### src/rtl/accum_bank_pkg.sv
// Shared types and helpers for the accum_bank multi-channel accumulator.
package accum_bank_pkg;

   localparam int unsigned DEF_NUM_CH    = 4;
   localparam int unsigned DEF_IN_WIDTH  = 8;
   localparam int unsigned DEF_OUT_WIDTH = 16;
   localparam int unsigned DEF_INC_MULT  = 3;

   // Saturation limits are built at this width, then truncated to OUT_WIDTH.
   localparam int unsigned SAT_W = 64;

   typedef enum logic [1:0] {
      OP_NONE = 2'd0,
      OP_ADD  = 2'd1,
      OP_CLR  = 2'd2
   } op_kind_e;

   // Two operands of equal sign producing a result of the other sign.
   function automatic logic signed_ovf(input logic a_sign, input logic b_sign, input logic r_sign);
      return (a_sign == b_sign) && (r_sign != a_sign);
   endfunction

   // Most-positive value of a w-bit two's-complement number.
   function automatic logic [SAT_W-1:0] sat_pos(input int unsigned w);
      return (SAT_W'(1) << (w - 1)) - SAT_W'(1);
   endfunction

   // Most-negative value of a w-bit two's-complement number (valid after truncation to w).
   function automatic logic [SAT_W-1:0] sat_neg(input int unsigned w);
      return ~sat_pos(w);
   endfunction

endpackage

### src/rtl/accum_bank_operand.sv
// Stage 1 of accum_bank: builds the signed update operand and registers it with its channel.
module accum_bank_operand
   import accum_bank_pkg::*;
#(
   parameter int unsigned NUM_CH    = DEF_NUM_CH,
   parameter int unsigned IN_WIDTH  = DEF_IN_WIDTH,
   parameter int unsigned OUT_WIDTH = DEF_OUT_WIDTH,
   parameter int unsigned INC_MULT  = DEF_INC_MULT
) (
   input  logic                      clk,
   input  logic                      clr,
   input  logic                      inc,
   input  logic [IN_WIDTH-1:0]       inc_val,
   input  logic                      dec,
   input  logic [IN_WIDTH-1:0]       dec_val,
   input  logic [$clog2(NUM_CH)-1:0] ch,
   input  logic                      clr_ch,
   output op_kind_e                  kind_q,
   output logic [OUT_WIDTH-1:0]      op_q,
   output logic [$clog2(NUM_CH)-1:0] chan_q,
   output logic                      valid_q
);

   localparam int unsigned EXT_W = OUT_WIDTH - IN_WIDTH;
   localparam logic [OUT_WIDTH-1:0] MULT = OUT_WIDTH'(INC_MULT);

   logic [OUT_WIDTH-1:0]      inc_ext;
   logic [OUT_WIDTH-1:0]      dec_ext;
   op_kind_e                  kind_d;
   logic [OUT_WIDTH-1:0]      op_d;
   logic [$clog2(NUM_CH)-1:0] chan_d;
   logic                      valid_d;

   // Operand selection: clear beats increment beats decrement.
   always_comb begin
      inc_ext = {{EXT_W{inc_val[IN_WIDTH-1]}}, inc_val};
      dec_ext = {{EXT_W{dec_val[IN_WIDTH-1]}}, dec_val};
      kind_d  = OP_NONE;
      op_d    = '0;
      chan_d  = ch;
      valid_d = 1'b0;
      if (clr_ch) begin
         kind_d  = OP_CLR;
         valid_d = 1'b1;
      end else if (inc) begin
         kind_d  = OP_ADD;
         op_d    = OUT_WIDTH'(inc_ext * MULT);
         valid_d = 1'b1;
      end else if (dec) begin
         kind_d  = OP_ADD;
         op_d    = OUT_WIDTH'(-dec_ext);
         valid_d = 1'b1;
      end
   end

   // Stage-1 pipeline register; clr drops any pending update.
   always_ff @(posedge clk) begin
      if (clr) begin
         kind_q  <= OP_NONE;
         op_q    <= '0;
         chan_q  <= '0;
         valid_q <= 1'b0;
      end else begin
         kind_q  <= kind_d;
         op_q    <= op_d;
         chan_q  <= chan_d;
         valid_q <= valid_d;
      end
   end

endmodule

### src/rtl/accum_bank.sv
// Multi-channel signed up/down accumulator bank, 2-stage pipeline, sticky overflow flags.
// Build option: define ACCUM_BANK_SATURATE_EN to clamp on overflow instead of wrapping.
module accum_bank
   import accum_bank_pkg::*;
#(
   parameter int unsigned NUM_CH    = DEF_NUM_CH,
   parameter int unsigned IN_WIDTH  = DEF_IN_WIDTH,
   parameter int unsigned OUT_WIDTH = DEF_OUT_WIDTH,
   parameter int unsigned INC_MULT  = DEF_INC_MULT
) (
   input  logic                      clk,
   input  logic                      clr,
   input  logic                      inc,
   input  logic [IN_WIDTH-1:0]       incVal,
   input  logic                      dec,
   input  logic [IN_WIDTH-1:0]       decVal,
   input  logic [$clog2(NUM_CH)-1:0] ch,
   input  logic                      clr_ch,
   input  logic [$clog2(NUM_CH)-1:0] rd_ch,
   output logic [OUT_WIDTH-1:0]      rd_q,
   output logic [NUM_CH-1:0]         ovf,
   output logic                      busy
);

   localparam int unsigned CH_W = $clog2(NUM_CH);

`ifdef ACCUM_BANK_SATURATE_EN
   localparam logic [OUT_WIDTH-1:0] SAT_MAX = OUT_WIDTH'(sat_pos(OUT_WIDTH));
   localparam logic [OUT_WIDTH-1:0] SAT_MIN = OUT_WIDTH'(sat_neg(OUT_WIDTH));
`endif

   op_kind_e             kind_s1;
   logic [OUT_WIDTH-1:0] op_s1;
   logic [CH_W-1:0]      chan_s1;
   logic                 valid_s1;

   logic [OUT_WIDTH-1:0] acc_q [NUM_CH];
   logic [OUT_WIDTH-1:0] acc_d [NUM_CH];
   logic [NUM_CH-1:0]    ovf_q;
   logic [NUM_CH-1:0]    ovf_d;
   logic [OUT_WIDTH-1:0] rd_d;
   logic [OUT_WIDTH:0]   sum;
   logic [OUT_WIDTH-1:0] res;
   logic                 ov;

   accum_bank_operand #(
      .NUM_CH    (NUM_CH),
      .IN_WIDTH  (IN_WIDTH),
      .OUT_WIDTH (OUT_WIDTH),
      .INC_MULT  (INC_MULT)
   ) u_operand (
      .clk     (clk),
      .clr     (clr),
      .inc     (inc),
      .inc_val (incVal),
      .dec     (dec),
      .dec_val (decVal),
      .ch      (ch),
      .clr_ch  (clr_ch),
      .kind_q  (kind_s1),
      .op_q    (op_s1),
      .chan_q  (chan_s1),
      .valid_q (valid_s1)
   );

`ifndef ACCUM_BANK_SATURATE_EN
   // The extra sum bit only steers clamping; wrap mode keeps the low bits.
   logic unused_sum_msb;
   assign unused_sum_msb = sum[OUT_WIDTH];
`endif

   // Stage 2: read-modify-write of the target channel, plus read-back select.
   always_comb begin
      acc_d = acc_q;
      ovf_d = ovf_q;
      rd_d  = acc_q[rd_ch];
      sum   = {acc_q[chan_s1][OUT_WIDTH-1], acc_q[chan_s1]} + {op_s1[OUT_WIDTH-1], op_s1};
      ov    = signed_ovf(acc_q[chan_s1][OUT_WIDTH-1], op_s1[OUT_WIDTH-1], sum[OUT_WIDTH-1]);
      res   = sum[OUT_WIDTH-1:0];
`ifdef ACCUM_BANK_SATURATE_EN
      if (ov) begin
         res = sum[OUT_WIDTH] ? SAT_MIN : SAT_MAX;
      end
`endif
      case (kind_s1)
         OP_ADD: begin
            acc_d[chan_s1] = res;
            if (ov) begin
               ovf_d[chan_s1] = 1'b1;
            end
         end
         OP_CLR: begin
            acc_d[chan_s1] = '0;
            ovf_d[chan_s1] = 1'b0;
         end
         default: begin
         end
      endcase
   end

   // Accumulator, overflow and read-back registers.
   always_ff @(posedge clk) begin
      if (clr) begin
         for (int unsigned i = 0; i < NUM_CH; i++) begin
            acc_q[i] <= '0;
         end
         ovf_q <= '0;
         rd_q  <= '0;
      end else begin
         for (int unsigned i = 0; i < NUM_CH; i++) begin
            acc_q[i] <= acc_d[i];
         end
         ovf_q <= ovf_d;
         rd_q  <= rd_d;
      end
   end

   assign ovf  = ovf_q;
   assign busy = valid_s1;

endmodule

### config.mk
export PLATFORM = sky130hd
export DESIGN_NAME = accum_bank
export DESIGN_NICKNAME = d
export VERILOG_FILES = /design/src/rtl/accum_bank_pkg.sv /design/src/rtl/accum_bank_operand.sv /design/src/rtl/accum_bank.sv
export SDC_FILE = /design/constraint.sdc
export NUM_CORES = 1
export LEC_CHECK = 0
export BUFFER_PORTS_ARGS = -buffer_cell sky130_fd_sc_hd__buf_2
export CELL_PAD_IN_SITES_DETAIL_PLACEMENT = 1
export CELL_PAD_IN_SITES_GLOBAL_PLACEMENT = 2
export CORE_MARGIN = 10
export CORE_UTILIZATION = 39
export CTS_CLUSTER_SIZE = 28
export DETAILED_ROUTE_END_ITERATION = 8
export GPL_TIMING_DRIVEN = 0
export PLACE_DENSITY_LB_ADDON = 0.3
export RECOVER_POWER = 25
export SKIP_CTS_REPAIR_TIMING = 1
export SLEW_MARGIN = 15
export SYNTH_ARGS = -nofsm -noshare
export SYNTH_HDL_FRONTEND = slang
export SYNTH_HIERARCHICAL = 1
export SYNTH_SLANG_ARGS = --single-unit
### constraint.sdc
create_clock -name clk -period 4.49 [get_ports clk]
set_input_delay 0.2245 -clock clk [delete_from_list [all_inputs] [get_ports clk]]
set_output_delay 0.2245 -clock clk [all_outputs]
set_load 0.01 [all_outputs]
==> flow_summary.ini, run 1 <==
[synth]
synth_edf_count = 0
synth_fp_nets = 657
synth-seq-cells = 105
ys_warn_count = 6
yosysUniqueCellTypes = 63
avgSynthCellArea_um2 = 9.66
syn_inst = 597
yosysSeqAreaShare_pct = 36.4
synth_area_mm2 = 0.00577
synth.largest_area_cell = dfxtp_1
netlist.area_leader.share_pct = 36.4
synth_flop_cell = dfxtp_1
synth.top_cells.by_area = dfxtp_1 36%, mux4_2 12%, ha_1 7.2%
async_reset_ff_share_pct = 0

[die]
coreArea_mm2 = 0.0145
rows = 44
start_util_pct = 39.7
die_w_um = 142
die-area_mm2 = 0.0201
die_h_um = 142
ios = 46

[critical_path]
cp_slowest_stage_delay_ps = 630
cp.arrival_ps = 4190
r2r_start = u_operand/chan_q[0]
worst_ep_required_time_ps = 4750
cp_cell_sequence = buf_4 -> buf_2 -> mux4_2 -> ha_1 -> a21oi_1 -> o21ai_1 -> a211oi_2 -> a211oi_2 -> o31a_1 -> a221oi_2
path_max_fanout = 10
rr_worst_depth = 10
crit_type = register to register
cpMaxStageDelayCell = mux4_2
rrSetupSlack_ps = 560
crit_start = u_operand/chan_q[0]
worstSetupEndpointType = register
worst_path_most_repeated_cell = a211oi_2
start_kind = register

[sta]
hold_viol = 0
fin_tns_setup_ps = 0
setup_viol = 0
rsz0062_at_grt = no
finalMaxSlewViolations = 0
finalCriticalPeriod_ps = 3930
worstMarginPinSlew_ps = 941
period_share_pct = 87.4
finalClockSkew_ps = 6.85
fmax_ghz = 0.255
slew_headroom_pct = 36.8

[hold_path]
hold_path.startpoint = ch[1]
holdPathStages = 2
hold_path_class = input port to register
hold_path_end = u_operand/chan_q[1]

[route]
ant_nets = 0
drtPass1Iterations = 5
drt-total-wl_mm = 17.6
viasPerCell = 5.74
drc = 0
drt_iter0_markers = 216
wire_per_inst_um = 21.0
vias = 4820

[cells_and_area]
final_cell_mix = 105 x dfxtp_1, 67 x nand2_1, 57 x nor2_1
final_nets = 711
num_antenna_cells = 0
fill_cells = 1708
drive_above_1_share_pct = 15.2
final_core_util_pct = 44.6
final_common_cell = dfxtp_1
area_delta_synth_final_pct = 12.3

[clocking]
cts.sinks = 105
htree_levels = 3
root_buffer = clkbuf_16
ctsLongestPathBuffers = 2
clk_latency_ps = 360
numCtsBuffers = 9
cts_tree = built
clk_pin_slew_ps = 70

[global_routing]
grt_pass1_vias = 5224
grt_max_degree = 18
grtUsageMet3_pct = 4.21
met2_usage_pct = 29.5
overflow = 0
top_usage_layer = met2
grt.met1_usage_pct = 22.0
grt_usage_pct = 17.9
grt_pass1_wl_mm = 28.2
antenna_found_initial = 0

[outcome]
status = finished clean

[power]
vdd_ir_drop_max_v = 0.000197
power_density_mw_per_mm2 = 312
p_leak_nw = 2.43
p_total_mw = 2.02

[placed_design]
numPortBuffers = 43
globalplace.congestion = 0.874
place_hpwl_mm = 13.5

[job]
drv_cap = 0
[cells by family (layout without fill, tap and decap cells)]
kind of cell    after synthesis  after routing  share of synthesized area [%]
simple gates                218            218                           19.0
fa+ha+maj                    35             35                           7.85
buf+inv                      51            110                           4.16
xor+xnor                     21             21                           3.19
flops                       105            105                           36.4
compound gates              132            132                           16.4
mux                          35             35                           13.0
[worst max path at each step]
stage	endpoint	cells after the start
6_report	register	10
3_3_place_gp	acc_q[60]	11
2_1_floorplan	register	11
4_1_cts	acc_q[28]	11
5_1_grt	acc_q[28]	11
3_5_place_dp	acc_q[44]	11
[flip-flops by register name (all words and copies together), names as in the netlist, named ones only]
name               flops
acc_q                 64
rd_q                  16
u_operand/op_q        16
u_operand/chan_q       2
u_operand/kind_q       2
u_operand/valid_q      1
[layer usage]
layer,routed length (µm),vias to the layer above
met1,7610,2393
met3,947,34
met2,8500,107
met5,0,-
met4,572,0
li1,-,2286
[stage by stage]
stage	hold slack, ps	instances	setup WS, ps	area (µm²)
floorplan	296	597	1260	5770
global placement	449	824	629	6210
detailed placement	458	824	596	6210
CTS	87.7	840	545	6510
global route	94.7	840	184	6480
finish	89.7	840	564	6480
[Yosys cell counts (3+ instances only)]
cell,number
buf_1,3
a221oi_2,3
mux4_2,32
buf_2,8
dfxtp_1,105
nor2_1,57
nand2b_1,6
nand3_1,5
o21ai_0,9
o311ai_1,4
nor4_1,3
ha_1,33
nand4_1,5
o211ai_1,4
clkbuf_1,17
buf_4,3
a211oi_2,3
o21ai_1,21
a22oi_1,23
a21oi_1,28
inv_1,16
nand3b_1,23
o31ai_1,8
and3_1,3
xor2_1,11
nor3_1,7
mux2i_1,3
xnor2_1,10
nand2_1,67
nor2b_1,29
buf_6,3
a22o_1,3
a31oi_1,3
[layout make-up]
cell class                 instances  area (µm²)  share of cell area [%]
buffer                            35         179                    2.76
clock buffer                      10         229                    3.53
clock inverter                     6        66.3                    1.02
inverter                          16        60.1                   0.927
multi-input combinational        441        3430                    52.9
sequential                       105        2100                    32.4
tap                              184         230                    3.55
timing repair buffer              43         186                    2.88
[critical path: cells and delay by family, from the launching register on]
kind,cells,cell delay (ps)
AO/OA/AOI/OAI,6,1720
buffers and inverters,2,660
flip-flops,1,410
multiplexers,1,630
adder cells (fa/ha/maj),1,390
[report_power, final]
group          total [mW]  internal, mW  switching (mW)
Combinational       0.255        0.0921           0.163
Clock               0.808         0.436           0.372
Sequential          0.957         0.947          0.0103
Total                2.02          1.48           0.545
(Power assumes the default switching activity.)
==> inputs of run 2 (changes only) <==
--- a/config.mk
+++ b/config.mk
@@ -9,7 +9,7 @@
 export CELL_PAD_IN_SITES_DETAIL_PLACEMENT = 1
 export CELL_PAD_IN_SITES_GLOBAL_PLACEMENT = 2
 export CORE_MARGIN = 10
-export CORE_UTILIZATION = 39
+export CORE_UTILIZATION = 38
 export CTS_CLUSTER_SIZE = 28
 export DETAILED_ROUTE_END_ITERATION = 8
 export GPL_TIMING_DRIVEN = 0
@@ -19,5 +19,4 @@
 export SLEW_MARGIN = 15
 export SYNTH_ARGS = -nofsm -noshare
 export SYNTH_HDL_FRONTEND = slang
-export SYNTH_HIERARCHICAL = 1
 export SYNTH_SLANG_ARGS = --single-unit
==> run 2 against run 1 <==
Worst hold slack improved by 24 ps. Clock power down 4.0%. Total power fell by 0.64%. Clock skew up 3.8 ps. Cell count down 2.4%. Non-clock buffer count fell by 5. Highest routed layer unchanged. Critical path type unchanged. Register-to-register slack got worse by 70 ps. Synthesized area fell by 3.5%.
==> flow_summary.ini, run 2 <==
[critical_path]
cp_cell_sequence = buf_2 -> buf_1 -> mux4_2 -> ha_1 -> a21o_1 -> or3_1 -> o211a_1 -> o31ai_4 -> o22ai_1 -> a21o_1 -> a22o_1
cp.arrival_ps = 4250
crit_start = u_operand.chan_q[0]
worstSetupEndpointType = register
worst_ep_required_time_ps = 4740
r2r_start = u_operand.chan_q[0]
crit_type = register to register
rrSetupSlack_ps = 490
worst_path_most_repeated_cell = a21o_1
path_depth = 11
cpLargestDelayFamily = compound AO/OA/AOI/OAI gates
path_max_fanout = 10
cp-endpoint = acc_q[60]
cpMaxStageDelayCell = buf_1
start_kind = register
rr_worst_depth = 11
path_buf_inv = 2
r2r-end = acc_q[60]
cp_slowest_stage_delay_ps = 640

[cells_and_area]
final_common_cell = dfxtp_1
fill_cells = 1686
final_core_util_pct = 43.5
final_cell_mix = 105 x dfxtp_1, 58 x nand2_1, 55 x nor2_1
fin_cells = 820
stdcell_area_mm2 = 0.00627
largest_reg_flops = 64
area_delta_synth_final_pct = 12.6
ff_latch_area_mm2 = 0.00210
num_antenna_cells = 0
multi_input_area_mm2 = 0.00330
drive_above_1_share_pct = 12.9
largestRegisters = acc_q: 64 flops, rd_q: 16 flops, u_operand.op_q: 16 flops
top_register = acc_q
final_nets = 690

[synth]
netlist.area_leader.share_pct = 37.8
synth_edf_count = 0
synth.top_cells.by_area = dfxtp_1 38%, mux4_2 13%, ha_1 7.2%
synth_flop_cell = dfxtp_1
yosysUniqueCellTypes = 55
ys_warn_count = 0
synth_area_mm2 = 0.00557
synth-seq-cells = 105
async_reset_ff_share_pct = 0
yosysSeqAreaShare_pct = 37.8
ys_top_cells_by_count = 105 x dfxtp_1, 58 x nand2_1, 55 x nor2_1, 39 x a21oi_1
synth.largest_area_cell = dfxtp_1
synth_compound_area_share_pct = 18.0
post-synth-top-count-cell = dfxtp_1
synth_fp_nets = 636
avgSynthCellArea_um2 = 9.65
synthSimpleGateAreaFrac_pct = 16.3
synth.mux.area_fraction_pct = 14.4
syn_inst = 577
synth_fa_ha_area_share_pct = 7.91
synth_xor_area_share_pct = 2.52
synth_top_family_by_area = compound AO/OA/AOI/OAI gates

[sta]
hold_viol = 0
finalCriticalPeriod_ps = 4000
fin_ws_ps = 490
finalClockSkew_ps = 10.7
finalMaxSlewViolations = 0
setup_viol = 0
fin_tns_setup_ps = 0
fmax_ghz = 0.250
slew_headroom_pct = 39.6
rsz0062_at_grt = no
period_share_pct = 89.1
fin_hold_ws_ps = 114
worstMarginPinSlew_ps = 902

[hold_path]
hold_path_class = input port to register

[placed_design]
numPortBuffers = 43
dp_slack_ps = 482
place_hpwl_mm = 13.3
dp.cells = 804
placed_area_mm2 = 0.00601
globalplace.congestion = 0.869

[global_routing]
grt_pass1_vias = 4941
grt_usage_pct = 17.7
grt_max_degree = 17
overflow = 0
antenna_found_initial = 0
grt_pass1_wl_mm = 27.8

[clocking]
numCtsBuffers = 9
cts.sinks = 105
cts_tree = built
clk_pin_slew_ps = 70
ctsLongestPathBuffers = 2
root_buffer = clkbuf_16
clk_latency_ps = 360
htree_levels = 3

[job]
drv_cap = 0

[outcome]
status = finished clean

[power]
vdd_ir_drop_max_v = 0.000233
power_density_mw_per_mm2 = 320
p_total_mw = 2.01
p_leak_nw = 2.51

[die]
start_util_pct = 38.6
ios = 46
coreArea_mm2 = 0.0144
rows = 44
die-area_mm2 = 0.0199
die_h_um = 141
die_w_um = 141

[route]
ant_nets = 0
drt-total-wl_mm = 17.5
viasPerCell = 5.71
drc = 0
drt_iter0_markers = 251
wire_per_inst_um = 21.3
drtPass1Iterations = 5
vias = 4680
==> run 2: cell count changes after synthesis, sizes merged, moves of 11 or more <==
cell and delta:
nand3b -22, nor2b -21, and2 +17, a21o +15, o21ai -13, nand2 -11
==> run 2: power by group <==
part	leakage [nW]	switching, mW	total (mW)	internal, mW
Combinational	1.52	0.171	0.268	0.0969
Clock	0.143	0.368	0.776	0.408
Sequential	0.850	0.0126	0.964	0.951
Total	2.51	0.552	2.01	1.46
==> run 2: layer usage <==
layer / share of wire [%] / up-vias / global-route usage [%]
li1: - / 2219 / -
met1: 43 / 2331 / 22.0
met2: 49 / 108 / 29.7
met3: 5.6 / 22 / 3.69
met4: 2.1 / 0 / 6.25
met5: 0 / - / 0
==> run 2: final cells by class <==
type | count | share of cell area (%)
clock buffers | 12 | 4.09
flip-flops and latches | 105 | 33.5
multi-input cells | 428 | 52.6
well taps | 184 | 3.67
repair buffers | 43 | 2.99
inverters | 14 | 0.838
clock inverters | 4 | 0.439
plain buffers | 30 | 1.88
==> run 2: worst min path at each step <==
stage                        start             endpoint  slack (ps)  cells after the start
final                        ch[1]  u_operand.chan_q[1]         110                      2
after global routing         ch[1]  u_operand.chan_q[1]         110                      2
after CTS                    ch[1]  u_operand.chan_q[1]         100                      2
after detailed placement  register             register         450                      2
after global placement    register             register         440                      2
after floorplan             clr_ch    u_operand.valid_q         340                      2
==> run 2: cells by family after synthesis <==
| group | after synthesis |
|---|---|
| AO/OA/AOI/OAI | 145 |
| XOR/XNOR | 16 |
| adder cells (fa/ha/maj) | 34 |
| buffers and inverters | 44 |
| flip-flops | 105 |
| multiplexers | 40 |
| AND/OR/NAND/NOR | 193 |
==> inputs of run 3 (changes only) <==
--- a/config.mk
+++ b/config.mk
@@ -5,7 +5,7 @@
 export SDC_FILE = /design/constraint.sdc
 export NUM_CORES = 1
 export LEC_CHECK = 0
-export BUFFER_PORTS_ARGS = -buffer_cell sky130_fd_sc_hd__buf_2
+export BUFFER_PORTS_ARGS = -buffer_cell sky130_fd_sc_hd__clkbuf_2
 export CELL_PAD_IN_SITES_DETAIL_PLACEMENT = 1
 export CELL_PAD_IN_SITES_GLOBAL_PLACEMENT = 2
 export CORE_MARGIN = 10
@@ -16,7 +16,9 @@
 export PLACE_DENSITY_LB_ADDON = 0.3
 export RECOVER_POWER = 25
 export SKIP_CTS_REPAIR_TIMING = 1
+export SKIP_LAST_GASP = 1
 export SLEW_MARGIN = 15
 export SYNTH_ARGS = -nofsm -noshare
 export SYNTH_HDL_FRONTEND = slang
 export SYNTH_SLANG_ARGS = --single-unit
+export TNS_END_PERCENT = 5
==> run 3 against run 2 <==
Utilization is 0.16 points higher. Clock skew is 2.9 ps lower. Worst setup slack worse by 71 ps. Sequential share of layout area is 0.12 points lower. Critical endpoint is now acc_q[29]. Register-to-register slack worse by 70 ps. Via count is 1.5% lower. Count of clock-buffer cells in the layout stayed put. Critical path type unchanged. Flip-flop and latch count stayed put. Non-clock buffer count stayed put. Total power is 2.6% higher. Critical path depth stayed put. Largest cell class unchanged. Sequential power hardly changed.
==> flow_summary.ini, run 3 (synthesis results as in run 2) <==
[sta]
rsz0062_at_grt = no
slew_headroom_pct = 37.9
period_share_pct = 90.7
finalCriticalPeriod_ps = 4070
worstMarginPinSlew_ps = 929
fin_ws_ps = 418
setup_viol = 0
finalMaxSlewViolations = 0
hold_viol = 0
fmax_ghz = 0.246
fin_tns_setup_ps = 0
finalClockSkew_ps = 7.80

[route]
drt_iter0_markers = 249
drtPass1Iterations = 4
wire_per_inst_um = 21.0
vias = 4608
ant_nets = 0
drt-total-wl_mm = 17.3
viasPerCell = 5.62
drc = 0

[placed_design]
dp_slack_ps = 471
globalplace.congestion = 0.868
dp.cells = 804
numPortBuffers = 43
place_hpwl_mm = 13.2
placed_area_mm2 = 0.00601

[clocking]
root_buffer = clkbuf_16
htree_levels = 3
clk_pin_slew_ps = 70
cts_tree = built
cts.sinks = 105
ctsLongestPathBuffers = 2
clk_latency_ps = 360
numCtsBuffers = 9

[global_routing]
grt_pass1_vias = 5057
grt_pass1_wl_mm = 27.7
grt_usage_pct = 17.7
grt_max_degree = 17
antenna_found_initial = 0
overflow = 0

[hold_path]
holdPathStages = 2
hold_path.startpoint = ch[0]
hold_path_class = input port to register
hold_path_end = u_operand.chan_q[0]

[cells_and_area]
top_register = acc_q
num_antenna_cells = 0
area_delta_synth_final_pct = 13.0
final_nets = 690
drive_above_1_share_pct = 12.7
final_cell_mix = 105 x dfxtp_1, 58 x nand2_1, 55 x nor2_1
largestRegisters = acc_q: 64 flops, rd_q: 16 flops, u_operand.op_q: 16 flops
final_common_cell = dfxtp_1
largest_reg_flops = 64
fin_cells = 820
multi_input_area_mm2 = 0.00330
stdcell_area_mm2 = 0.00629
fill_cells = 1698
ff_latch_area_mm2 = 0.00210

[outcome]
status = finished clean

[critical_path]
cp_cell_sequence = buf_2 -> buf_1 -> mux4_2 -> ha_1 -> o211ai_1 -> o21a_1 -> o21ai_1 -> a32o_2 -> mux2i_1 -> o21ai_1 -> a32o_1
worstSetupEndpointType = register
crit_type = register to register
worst_ep_required_time_ps = 4740
cp.arrival_ps = 4320
path_max_fanout = 10
cp_slowest_stage_delay_ps = 630
cpMaxStageDelayCell = buf_1
r2r_start = u_operand.chan_q[0]
rr_worst_depth = 11
worst_path_most_repeated_cell = o21ai_1
start_kind = register
rrSetupSlack_ps = 420
r2r-end = acc_q[29]

[power]
vdd_ir_drop_max_v = 0.000240
power_density_mw_per_mm2 = 327
p_leak_nw = 2.52

[die]
die_w_um = 141
start_util_pct = 38.6
die_h_um = 141
die-area_mm2 = 0.0199
ios = 46
coreArea_mm2 = 0.0144
rows = 44

[job]
drv_cap = 0
## run 3: cell types whose count changed in the layout (fill, tap and decap cells not counted)
cell        before  now
buf_2           25    4
bufinv_16        0    1
clkbuf_1        46   47
clkbuf_2         0   20
clkinv_2         2    1
clkinv_4         2    1
clkinvlp_4       0    1
## run 3: area by class of cell
class	instances	share of cell area (%)
tap	184	3.66
clock inverter	4	0.815
multi-input combinational	428	52.4
sequential	105	33.4
inverter	14	0.835
clock buffer	12	4.08
timing repair buffer	43	2.96
buffer	30	1.87
## run 3: power breakdown
| part | leakage [nW] | switching, mW | total (mW) | internal, mW |
|---|---|---|---|---|
| clock network | 0.149 | 0.365 | 0.829 | 0.464 |
| logic | 1.52 | 0.170 | 0.267 | 0.0968 |
| registers | 0.850 | 0.0123 | 0.963 | 0.951 |
| total | 2.52 | 0.548 | 2.06 | 1.51 |
## run 3: metrics by stage
stage | power [mW] | utilization, % | hold WS [ps]
3_5_place_dp | 1.25 | 41.7 | 461
4_1_cts | 2.08 | 43.8 | 107
6_report | 2.06 | 43.6 | 113
5_1_grt | 2.15 | 43.6 | 121
2_1_floorplan | 1.16 | - | 344
3_3_place_gp | 1.25 | 41.7 | 443
## run 3: how the worst max path moves through the flow
| stage | to | from | slack, ps | cells after the start |
|---|---|---|---|---|
| detailed placement | acc_q[13] | u_operand.chan_q[0] | 470 | 11 |
| CTS | acc_q[29] | u_operand.chan_q[0] | 460 | 11 |
| floorplan | acc_q[44] | u_operand.chan_q[1] | 1230 | 11 |
| finish | acc_q[29] | u_operand.chan_q[0] | 420 | 11 |
| global route | acc_q[13] | u_operand.chan_q[0] | 260 | 11 |
| global placement | acc_q[29] | u_operand.chan_q[0] | 530 | 11 |
## run 3: layer usage
metal  wire (µm)  GRT usage, %  share of wire (%)
met1        7580          21.5                 44
met2        8530          30.0                 49
met3         753          3.63                4.4
met4         387          6.79                2.2
met5           0             0                  0
## run 3: worst max-delay path, delay by kind of cell, from the launching register on
family	cells	cell delay (ps)
buffers and inverters	2	960
multiplexers	2	740
adder cells (fa/ha/maj)	1	370
AO/OA/AOI/OAI	6	1480
flip-flops	1	420
